**src/rtl/ex_mem_latch.sv**
```systemverilog
// EX/MEM pipeline latch: two-entry skid buffer between execute and memory,
// with branch redirect to fetch, overflow-trap writeback squash and flush.
module ex_mem_latch #(
  parameter int unsigned REG_SIZE  = 32,
  parameter int unsigned ADDR_SIZE = 32,
  parameter int unsigned DST_W     = 5
) (
  input  logic                 clk,
  input  logic                 rst_n,
  input  logic                 flush,
  input  logic                 in_valid,
  output logic                 in_ready,
  input  logic [REG_SIZE-1:0]  in_aluresult,
  input  logic                 in_zero,
  input  logic                 in_overflow,
  input  logic [ADDR_SIZE-1:0] in_pc_branch,
  input  logic [DST_W-1:0]     in_dst,
  input  logic [REG_SIZE-1:0]  in_store_data,
  input  logic [4:0]           in_ctl,
  output logic                 out_valid,
  input  logic                 out_ready,
  output logic [REG_SIZE-1:0]  out_aluresult,
  output logic [REG_SIZE-1:0]  out_store_data,
  output logic [DST_W-1:0]     out_dst,
  output logic                 out_regwrite,
  output logic                 out_memread,
  output logic                 out_memwrite,
  output logic                 out_exc_ovf,
  output logic                 redirect_valid,
  output logic [ADDR_SIZE-1:0] redirect_pc
);

  localparam int unsigned CTL_BRANCH   = 4;
  localparam int unsigned CTL_OV_TRAP  = 3;
  localparam int unsigned CTL_REGWRITE = 2;
  localparam int unsigned CTL_MEMREAD  = 1;
  localparam int unsigned CTL_MEMWRITE = 0;

  typedef struct packed {
    logic [REG_SIZE-1:0] aluresult;
    logic [REG_SIZE-1:0] store_data;
    logic [DST_W-1:0]    dst;
    logic                regwrite;
    logic                memread;
    logic                memwrite;
    logic                exc;
  } entry_t;

  // State registers
  logic                 main_valid;
  logic                 skid_valid;
  logic                 in_ready_q;
  entry_t               main_q;
  entry_t               skid_q;
  logic                 redirect_valid_q;
  logic [ADDR_SIZE-1:0] redirect_pc_q;

  // Next-state / control
  logic   accept_c;
  logic   pop_c;
  logic   exc_c;
  entry_t in_entry_c;
  logic   main_valid_n;
  logic   skid_valid_n;
  logic   in_ready_n;
  logic   main_load;
  logic   main_from_skid;
  logic   skid_load;
  logic   redirect_n;
  logic   rpc_load;

  // Trapping overflow kills architectural side effects but the entry still flows
  assign exc_c = in_overflow & in_ctl[CTL_OV_TRAP];

  always_comb begin
    in_entry_c            = '0;
    in_entry_c.aluresult  = in_aluresult;
    in_entry_c.store_data = in_store_data;
    in_entry_c.dst        = in_dst;
    in_entry_c.regwrite   = in_ctl[CTL_REGWRITE] & ~exc_c;
    in_entry_c.memread    = in_ctl[CTL_MEMREAD];
    in_entry_c.memwrite   = in_ctl[CTL_MEMWRITE] & ~exc_c;
    in_entry_c.exc        = exc_c;
  end

  assign accept_c = in_valid & in_ready_q;
  assign pop_c    = main_valid & out_ready;

  // Buffer control; flush overrides accept and pop
  always_comb begin
    main_valid_n   = main_valid;
    skid_valid_n   = skid_valid;
    main_load      = 1'b0;
    main_from_skid = 1'b0;
    skid_load      = 1'b0;
    redirect_n     = 1'b0;
    rpc_load       = 1'b0;

    if (flush) begin
      main_valid_n = 1'b0;
      skid_valid_n = 1'b0;
    end else begin
      if (accept_c) begin
        if (!main_valid || pop_c) begin
          main_load    = 1'b1;
          main_valid_n = 1'b1;
        end else begin
          skid_load    = 1'b1;
          skid_valid_n = 1'b1;
        end
        if (in_ctl[CTL_BRANCH] && in_zero) begin
          redirect_n = 1'b1;
          rpc_load   = 1'b1;
        end
      end else if (pop_c) begin
        if (skid_valid) begin
          main_from_skid = 1'b1;
          skid_valid_n   = 1'b0;
        end else begin
          main_valid_n = 1'b0;
        end
      end
    end

    in_ready_n = ~skid_valid_n;
  end

  // Valid bits and redirect pulse
  always_ff @(posedge clk or negedge rst_n) begin
    if (!rst_n) begin
      main_valid       <= 1'b0;
      skid_valid       <= 1'b0;
      in_ready_q       <= 1'b1;
      redirect_valid_q <= 1'b0;
    end else begin
      main_valid       <= main_valid_n;
      skid_valid       <= skid_valid_n;
      in_ready_q       <= in_ready_n;
      redirect_valid_q <= redirect_n;
    end
  end

  // Data registers only load on capture or skid move to keep outputs stable
  always_ff @(posedge clk or negedge rst_n) begin
    if (!rst_n) begin
      main_q        <= '0;
      skid_q        <= '0;
      redirect_pc_q <= '0;
    end else begin
      if (main_load) begin
        main_q <= in_entry_c;
      end else if (main_from_skid) begin
        main_q <= skid_q;
      end
      if (skid_load) begin
        skid_q <= in_entry_c;
      end
      if (rpc_load) begin
        redirect_pc_q <= in_pc_branch;
      end
    end
  end

  assign in_ready       = in_ready_q;
  assign out_valid      = main_valid;
  assign out_aluresult  = main_q.aluresult;
  assign out_store_data = main_q.store_data;
  assign out_dst        = main_q.dst;
  assign out_regwrite   = main_q.regwrite;
  assign out_memread    = main_q.memread;
  assign out_memwrite   = main_q.memwrite;
  assign out_exc_ovf    = main_q.exc;
  assign redirect_valid = redirect_valid_q;
  assign redirect_pc    = redirect_pc_q;

endmodule

```
**config.mk**
```make
export PLATFORM = sky130hd
export DESIGN_NAME = ex_mem_latch
export DESIGN_NICKNAME = d
export VERILOG_FILES = /design/src/rtl/ex_mem_latch.sv
export SDC_FILE = /design/constraint.sdc
export NUM_CORES = 1
export LEC_CHECK = 0
export CAP_MARGIN = 20
export CORE_MARGIN = 1
export CORE_UTILIZATION = 50
export CTS_CLUSTER_SIZE = 28
export DETAILED_ROUTE_END_ITERATION = 7
export MAX_ROUTING_LAYER = met4
export PLACE_DENSITY = 0.83
export SLEW_MARGIN = 40
export SYNTH_ARGS = -nofsm -noshare
export SYNTH_HDL_FRONTEND = slang
export SYNTH_SLANG_ARGS = --single-unit
```
**constraint.sdc**
```tcl
create_clock -name clk -period 3.9 [get_ports clk]
set_input_delay 0.975 -clock clk [delete_from_list [all_inputs] [get_ports clk]]
set_output_delay 0.975 -clock clk [all_outputs]
set_load 0.01 [all_outputs]
```
---- Word-level counts from Yosys, hierarchy flattened ----
Index checks and enable logic that the tools add are counted.
storage, ports and cells
  register bits ........................... 182
  bits of input ports ..................... 113
  output and inout port bits .............. 108
operators by class
  equal/unequal tests ..................... 2
  muxes and demuxes ....................... 24
  bitwise operators ....................... 7
  reductions and logical operators ........ 6
operator list
  operator            number
  $mux 73             2
  $mux 1              22
  $ne 3x2->1 const B  2
  $and 1x1->1         5
  $reduce_and 3->1    1
  $reduce_bool 3->1   1
  $not 1->1           2
  $reduce_bool 2->1   1
  $logic_and 1x1->1   1
  $logic_not 1->1     1
  $logic_or 1x1->1    1

---- Logic depth before layout (Yosys ltp) ----
Gate-level depths: netlist (run 1).
  depth after elaboration ................. 6
  gate-level depth with buffers ........... 6

---- Worst setup path before layout (run 1) ----
OpenSTA, ideal clock, no wires.
  path kind ............................... in2reg
  start ................................... input port flush
  end ..................................... register redirect_pc_q[10], in the netlist redirect_pc[10]
  library setup time ...................... 0.125 ns
  data arrival time ....................... 1.993 ns
  data required time ...................... 3.775 ns
  slack ................................... 1.782 ns
  cell stages on the path ................. 5
  buffers on the path ..................... 2
  cells stage by stage .................... and3b_1 -> and3_1 -> buf_2 -> buf_2 -> mux2_2
between the ends
  longest elaborated chain between the ends .. 1
RTL lines
  what                  RTL line  RTL
  start, declared       10        input logic flush,
  $mux 1                99        if (flush) begin
  end signal, assigned  159       redirect_pc_q <= in_pc_branch;
  end, declared         56        logic [ADDR_SIZE-1:0] redirect_pc_q;
Every way passes these cells.
A chain may end at the register's enable or synchronous reset.

---- Final worst setup path (run 1) ----
  start ................................... input port in_valid
  end ..................................... register main_q, in the netlist out_aluresult[24]
between the ends
  longest elaborated chain between the ends .. 4
  elaborated cells between the ends (all ways) .. 7
  those cells by class .................... mux: 5; bitwise: 1; reduce/logical: 1
RTL lines
  what                                          RTL line  RTL
  start, declared                               11        input logic in_valid,
  $and 1x1->1 (*)                               86        assign accept_c = in_valid & in_ready_q;
  $mux 1                                        103       if (accept_c) begin
  $mux 1                                        99
  $mux 73 or $reduce_bool 2->1 (tied branches)  n/a
  end signal, assigned                          151       main_q <= in_entry_c;
  end signal, assigned                          153       main_q <= skid_q;
  end, declared                                 53        entry_t main_q;
Mark *: on every way between the ends. The rest lies on a longest branch, timed or not.

==> flow_summary.yaml, run 1 <==
timing:
  finClkSkew_ns: 0.007325
  max-slew-margin-rel: 0.4855
  slew_viol_final: 0
  period_needed_ns: 2.660
  rsz0062_at_grt: "no"
  setup_slack_ns: 1.240
  setup_viol: 0
  final-hold-violation-count: 0
  max_freq_mhz: 376.0
  tns_ns: 0
  tightest_slew_ns: 0.7718
  fin_crit_sh: 0.6820
power:
  power.share.sequential: 0.451
  p_int_mw: 4.236
  p_leak_nw: 4.272
  p_clk_frac: 0.276
  combPwrFrac: 0.273
  p_sw_mw: 1.617
  p_per_area_nw_per_um2: 549.7
  switching_share: 0.2763
  ir_worst_vdd_mv: 0.3110
cts:
  cts_setup_buffers: 0
  numCtsBuffers: 17
  ctsResizeCount: 0
  ctsHoldBuffers: 0
  htree_levels: 4
  cts_sinks: 182
  cts_tree: "done"
  cts_root_buf: "clkbuf_16"
  clk_pin_slew_ns: 0.06
  clock_latency_ns: 0.43
  clock_path_buffers: 2
job:
  drv_cap: 0
floorplanning:
  dieArea_um2: 16110
  rows: 45
  start_util: 0.5132
  core_area_um2: 15200
  num_io_pins: 221
  fp.dieH_um: 126.9
  die_w_um: 126.9
critical_path:
  required_ns: 4.23
  critPathTopFamily: "buffers and inverters"
  arrival_ns: 2.99
  critPathLaunch: "in_valid"
  crit_type: "in -> reg"
  path_buf_inv: 2
  worstSetupStartpointType: "primary input"
  end_kind: "flop"
  worstPathMaxFanout: 62
  cp_slowest_cell: "buf_4"
  slowest_delay_ns: 0.54
  path_cells: "clkdlybuf4s50_1 -> and3b_2 -> buf_4 -> a2111oi_0 -> a2bb2oi_1"
  rr_startpoint: "in_ready$_DFF_PN1_"
grt:
  antenna_found_initial: 1
  grtUsageMet1: 0.3347
  grt_max_degree: 77
  first_global_vias: 6255
  grt.met2_usage: 0.4363
  grt_pass1_wl_mm: 33.10
  grt_usage: 0.2732
  grt.met3_usage: 0.05694
  top_usage_layer: "met2"
  grt.overflow.total: 0
synth:
  yosys_warnings: 0
  syn_area_um2: 7801
  synth_nets: 703
  syn_avg_cell_area_um2: 13.22
  synth_seq_cells: 182
  synthFlopType: "dfrtp_1"
  postSynth.asyncResetShare: 1.000
  synth_edf_count: 0
  synthCells: 590
  yosysSeqAreaShare: 0.5840
  yosysUniqueCellTypes: 30
placed_design:
  io_buffers: 220
  hpwlAfterDp_mm: 13.47
  pre_cts_slack_ns: 0.8587
  place_congestion: 0.8028
cells_and_area:
  nNetsFinal: 894
  area.growth.synth_to_final_pct: 36.49
  final_common_cell: "clkdlybuf4s50_1"
  mostFrequentLayoutCells: "218 x clkdlybuf4s50_1, 181 x dfrtp_1, 98 x mux2_2"
  drive_above_1_share: 0.1927
route:
  ant_nets: 0
  drt_iter0_markers: 393
  wire_per_inst_um: 21.08
  vias_per_cell: 6.170
  drt_first_pass_iters: 5
  drt-total-wl_mm: 20.72
  vias: 6065
  remaining_drc_errors: 0
run_status:
  outcome: "finished, final reports clean"
worst_hold_path:
  hold_start: "skid_q[4]$_DFFE_PN0P_"
  min_path_type: "reg -> reg"
layer usage:
metal	wire length (um)	vias to the layer above
met1	8587	3035
met3	1401	45
li1	-	2689
met2	10130	296
met5	0	-
met4	597	0
cell type report:
class	instances	area, um2
diodes	1	2.502
repair buffers	236	2331
fillers	1034	4554
multi-input cells	344	2972
flip-flops and latches	182	4556
clock inverters	12	105.1
clock buffers	20	446.7
well taps	188	235.2
flip-flops by register name, summed over array words and instances (netlist names), 5 cells and up:
name / flops
out_aluresult: 32
out_dst: 5
out_store_data: 32
redirect_pc: 32
skid_q: 73
worst register-to-register path: cells and delay by family (launching register included):
family / cells / cell delay, ns
simple gates: 1 / 0.38
buf+inv: 1 / 0.54
flops: 1 / 0.58
compound gates: 2 / 0.57
cells by family (layout without fill, tap and decap cells):
kind of cell / count (synthesis) / after routing / share of synthesized area
simple gates: 19 / 19 / 0.01716
compound gates: 220 / 220 / 0.2111
buf+inv: 64 / 268 / 0.03625
flops: 182 / 182 / 0.5840
other cells: 0 / 1 / 0
mux: 105 / 105 / 0.1516
path summary, 6_finish.rpt:
| kind | to | slack (ns) | cells past startpoint |
|---|---|---|---|
| worst max-delay path | out_aluresult[24]$_DFFE_PN0P_ | 1.24 | 5 |
| worst min-delay path | skid_q[4]$_DFFE_PN0P_ | 0.50 | 1 |
| worst max register to register | out_aluresult[24]$_DFFE_PN0P_ | 1.74 | 4 |
| worst min register to register | skid_q[4]$_DFFE_PN0P_ | 0.50 | 1 |
| max in group asynchronous | redirect_pc[16]$_DFFE_PN0P_ | 2.33 | 2 |
| min in group asynchronous | out_store_data[30]$_DFFE_PN0P_ | 0.54 | 1 |
Yosys cell counts (3+ instances only):
| library cell | number | area [um2] |
|---|---|---|
| a221o_1 | 3 | 30.03 |
| mux2_1 | 7 | 78.83 |
| clkbuf_1 | 42 | 157.7 |
| a2bb2oi_1 | 69 | 604.3 |
| dfrtp_1 | 181 | 4529 |
| nand2_1 | 4 | 15.01 |
| a2111oi_0 | 69 | 604.3 |
| o21ai_0 | 74 | 370.4 |
| mux2_2 | 98 | 1104 |
| buf_2 | 19 | 95.09 |
power by group through the flow:
stage	Combinational (mW)	Sequential, mW	Clock, mW
floorplan	0.632	2.72	0
global placement	1.55	2.64	0
detailed placement	1.60	2.66	0
CTS	1.61	2.64	1.65
global route	1.71	2.69	1.73
finish	1.60	2.64	1.62
through the flow:
step	power (mW)	cell area, um2	instances	hold WS, ns	util
2_1_floorplan	3.354	7801	590	0.4577	-
3_3_place_gp	4.186	10090	950	0.4686	0.6640
3_5_place_dp	4.264	10090	950	0.4860	0.6640
4_1_cts	5.895	10650	982	0.5007	0.7002
5_1_grt	6.138	10650	983	0.5108	0.7004
6_report	5.853	10650	983	0.4963	0.7004
Power figures use the tool's default switching activity.
==> run 2, diff against run 1 <==
Settings changed: CORE_UTILIZATION 50 to 43, PLACE_DENSITY 0.83 to 0.76.
Clock period 3.9 ns to 2.3 ns, I/O delays scaled along.
==> run 2 against run 1 <==
Sequential power is 70% higher. Die area is 16% higher. Hold slack worse by 0.40 ns. Largest cell class unchanged.
==> flow_summary.yaml, run 2 (same netlist as run 1, synthesis figures left out) <==
timing:
  fin_crit_sh: 0.9361
  setup_viol: 0
  whs_ns: 0.09369
  finClkSkew_ns: 0.009466
  max_freq_mhz: 464.4
  period_needed_ns: 2.153
  final-hold-violation-count: 0
  rsz0062_at_grt: "no"
  slew_viol_final: 0
  max-slew-margin-rel: 0.6663
  tightest_slew_ns: 0.4879
power:
  switching_share: 0.2742
  power.share.sequential: 0.443
  p_sw_mw: 2.777
  p_per_area_nw_per_um2: 921.1
  ir_worst_vdd_mv: 0.5416
  p_int_mw: 7.352
  p_clk_frac: 0.284
  total_power_mw: 10.13
  p_leak_nw: 4.431
  combPwrFrac: 0.273
grt:
  grt_usage: 0.2449
  grt.overflow.total: 0
  grt_max_degree: 78
  first_global_vias: 6502
  antenna_found_initial: 0
  grt_pass1_wl_mm: 34.04
cells_and_area:
  final_cell_area_um2: 11000
  drive_above_1_share: 0.2101
  nNetsFinal: 910
  final_cells: 1034
  antenna_cells: 0
  top_register: "skid_q"
  fin_util: 0.6292
  largest_reg_flops: 73
  final_common_cell: "clkdlybuf4s50_1"
  mostFrequentLayoutCells: "218 x clkdlybuf4s50_1, 181 x dfrtp_1, 98 x mux2_2"
  area.growth.synth_to_final_pct: 40.96
route:
  ant_nets: 0
  drt_first_pass_iters: 5
  remaining_drc_errors: 0
  wire_per_inst_um: 20.79
  vias_per_cell: 5.877
  drt-total-wl_mm: 21.50
  vias: 6077
  drt_iter0_markers: 363
cts:
  clk_pin_slew_ns: 0.07
  numCtsBuffers: 17
  cts_setup_buffers: 0
  ctsHoldBuffers: 0
  htree_levels: 4
  cts_root_buf: "clkbuf_16"
  clock_latency_ns: 0.42
  ctsResizeCount: 0
  cts_tree: "done"
  clock_path_buffers: 2
  cts_sinks: 182
worst_hold_path:
  min_path_type: "in -> async"
critical_path:
  worst-r2r-setup-slack_ns: 0.53
  path_cells: "clkdlybuf4s50_1"
  end_kind: "output port"
  required_ns: 1.73
  critPathTopFamily: "flip-flops"
  worstSetupStartpointType: "flop"
  path_buf_inv: 1
  cp_slowest_cell: "dfstp_2"
  arrival_ns: 1.58
  crit_type: "reg -> out"
  slowest_delay_ns: 0.58
  worstPathMaxFanout: 5
floorplanning:
  rows: 48
  die_w_um: 136.7
  core_area_um2: 17480
  dieArea_um2: 18690
  start_util: 0.4464
  fp.dieH_um: 136.7
  num_io_pins: 221
run_status:
  outcome: "finished, final reports clean"
placed_design:
  placed_area_um2: 10410
  dp.cells: 1003
  io_buffers: 220
  place_congestion: 0.8201
  hpwlAfterDp_mm: 14.48
job:
  drv_cap: 0
run 2: changes by cell type in the layout (fill, tap and decap cells not counted), sizes merged:
cell,change
buf,+16
bufinv,+1
clkbuf,-2
clkinv,+2
clkinvlp,-4
diode,-1
inv,+2
run 2: final cells by class:
type	instances	area, um2
multi-input cells	344	2972
repair buffers	252	2601
clock buffers	18	439.2
fillers	1288	6480
flip-flops and latches	182	4556
well taps	225	281.5
clock inverters	13	147.6
run 2: metal layers:
metal	share of wire	up-vias	track usage
li1	-	2721	-
met1	0.41	3068	0.2914
met2	0.50	260	0.4112
met3	0.075	28	0.05556
met4	0.016	0	0.07840
met5	0	-	-
run 2: final timing paths:
check,start,to,cells after the start
max,in_ready$_DFF_PN1_,in_ready,1
min,rst_n,redirect_valid$_DFF_PN0_,1
max reg2reg,in_ready$_DFF_PN1_,out_aluresult[28]$_DFFE_PN0P_,4
min reg2reg,skid_q[10]$_DFFE_PN0P_,skid_q[10]$_DFFE_PN0P_,1
max in group asynchronous,rst_n,skid_q[15]$_DFFE_PN0P_,2
min in group clk,skid_q[10]$_DFFE_PN0P_,skid_q[10]$_DFFE_PN0P_,1
run 2: power by group through the flow:
stage          combinational [mW]  sequential (mW)  clock (mW)
2_1_floorplan                1.07             4.62           0
3_3_place_gp                 2.68             4.47           0
3_5_place_dp                 2.79             4.52           0
4_1_cts                      2.80             4.48        2.94
5_1_grt                      2.99             4.57        3.08
6_report                     2.77             4.48        2.88
run 2: metrics by stage:
stage                     setup slack, ns   TNS (ns)
after global placement          -0.009779  -0.009779
after floorplan                    0.5822          0
after global routing              0.07794          0
after CTS                          0.1146          0
final                              0.1469          0
after detailed placement          -0.1498     -2.138
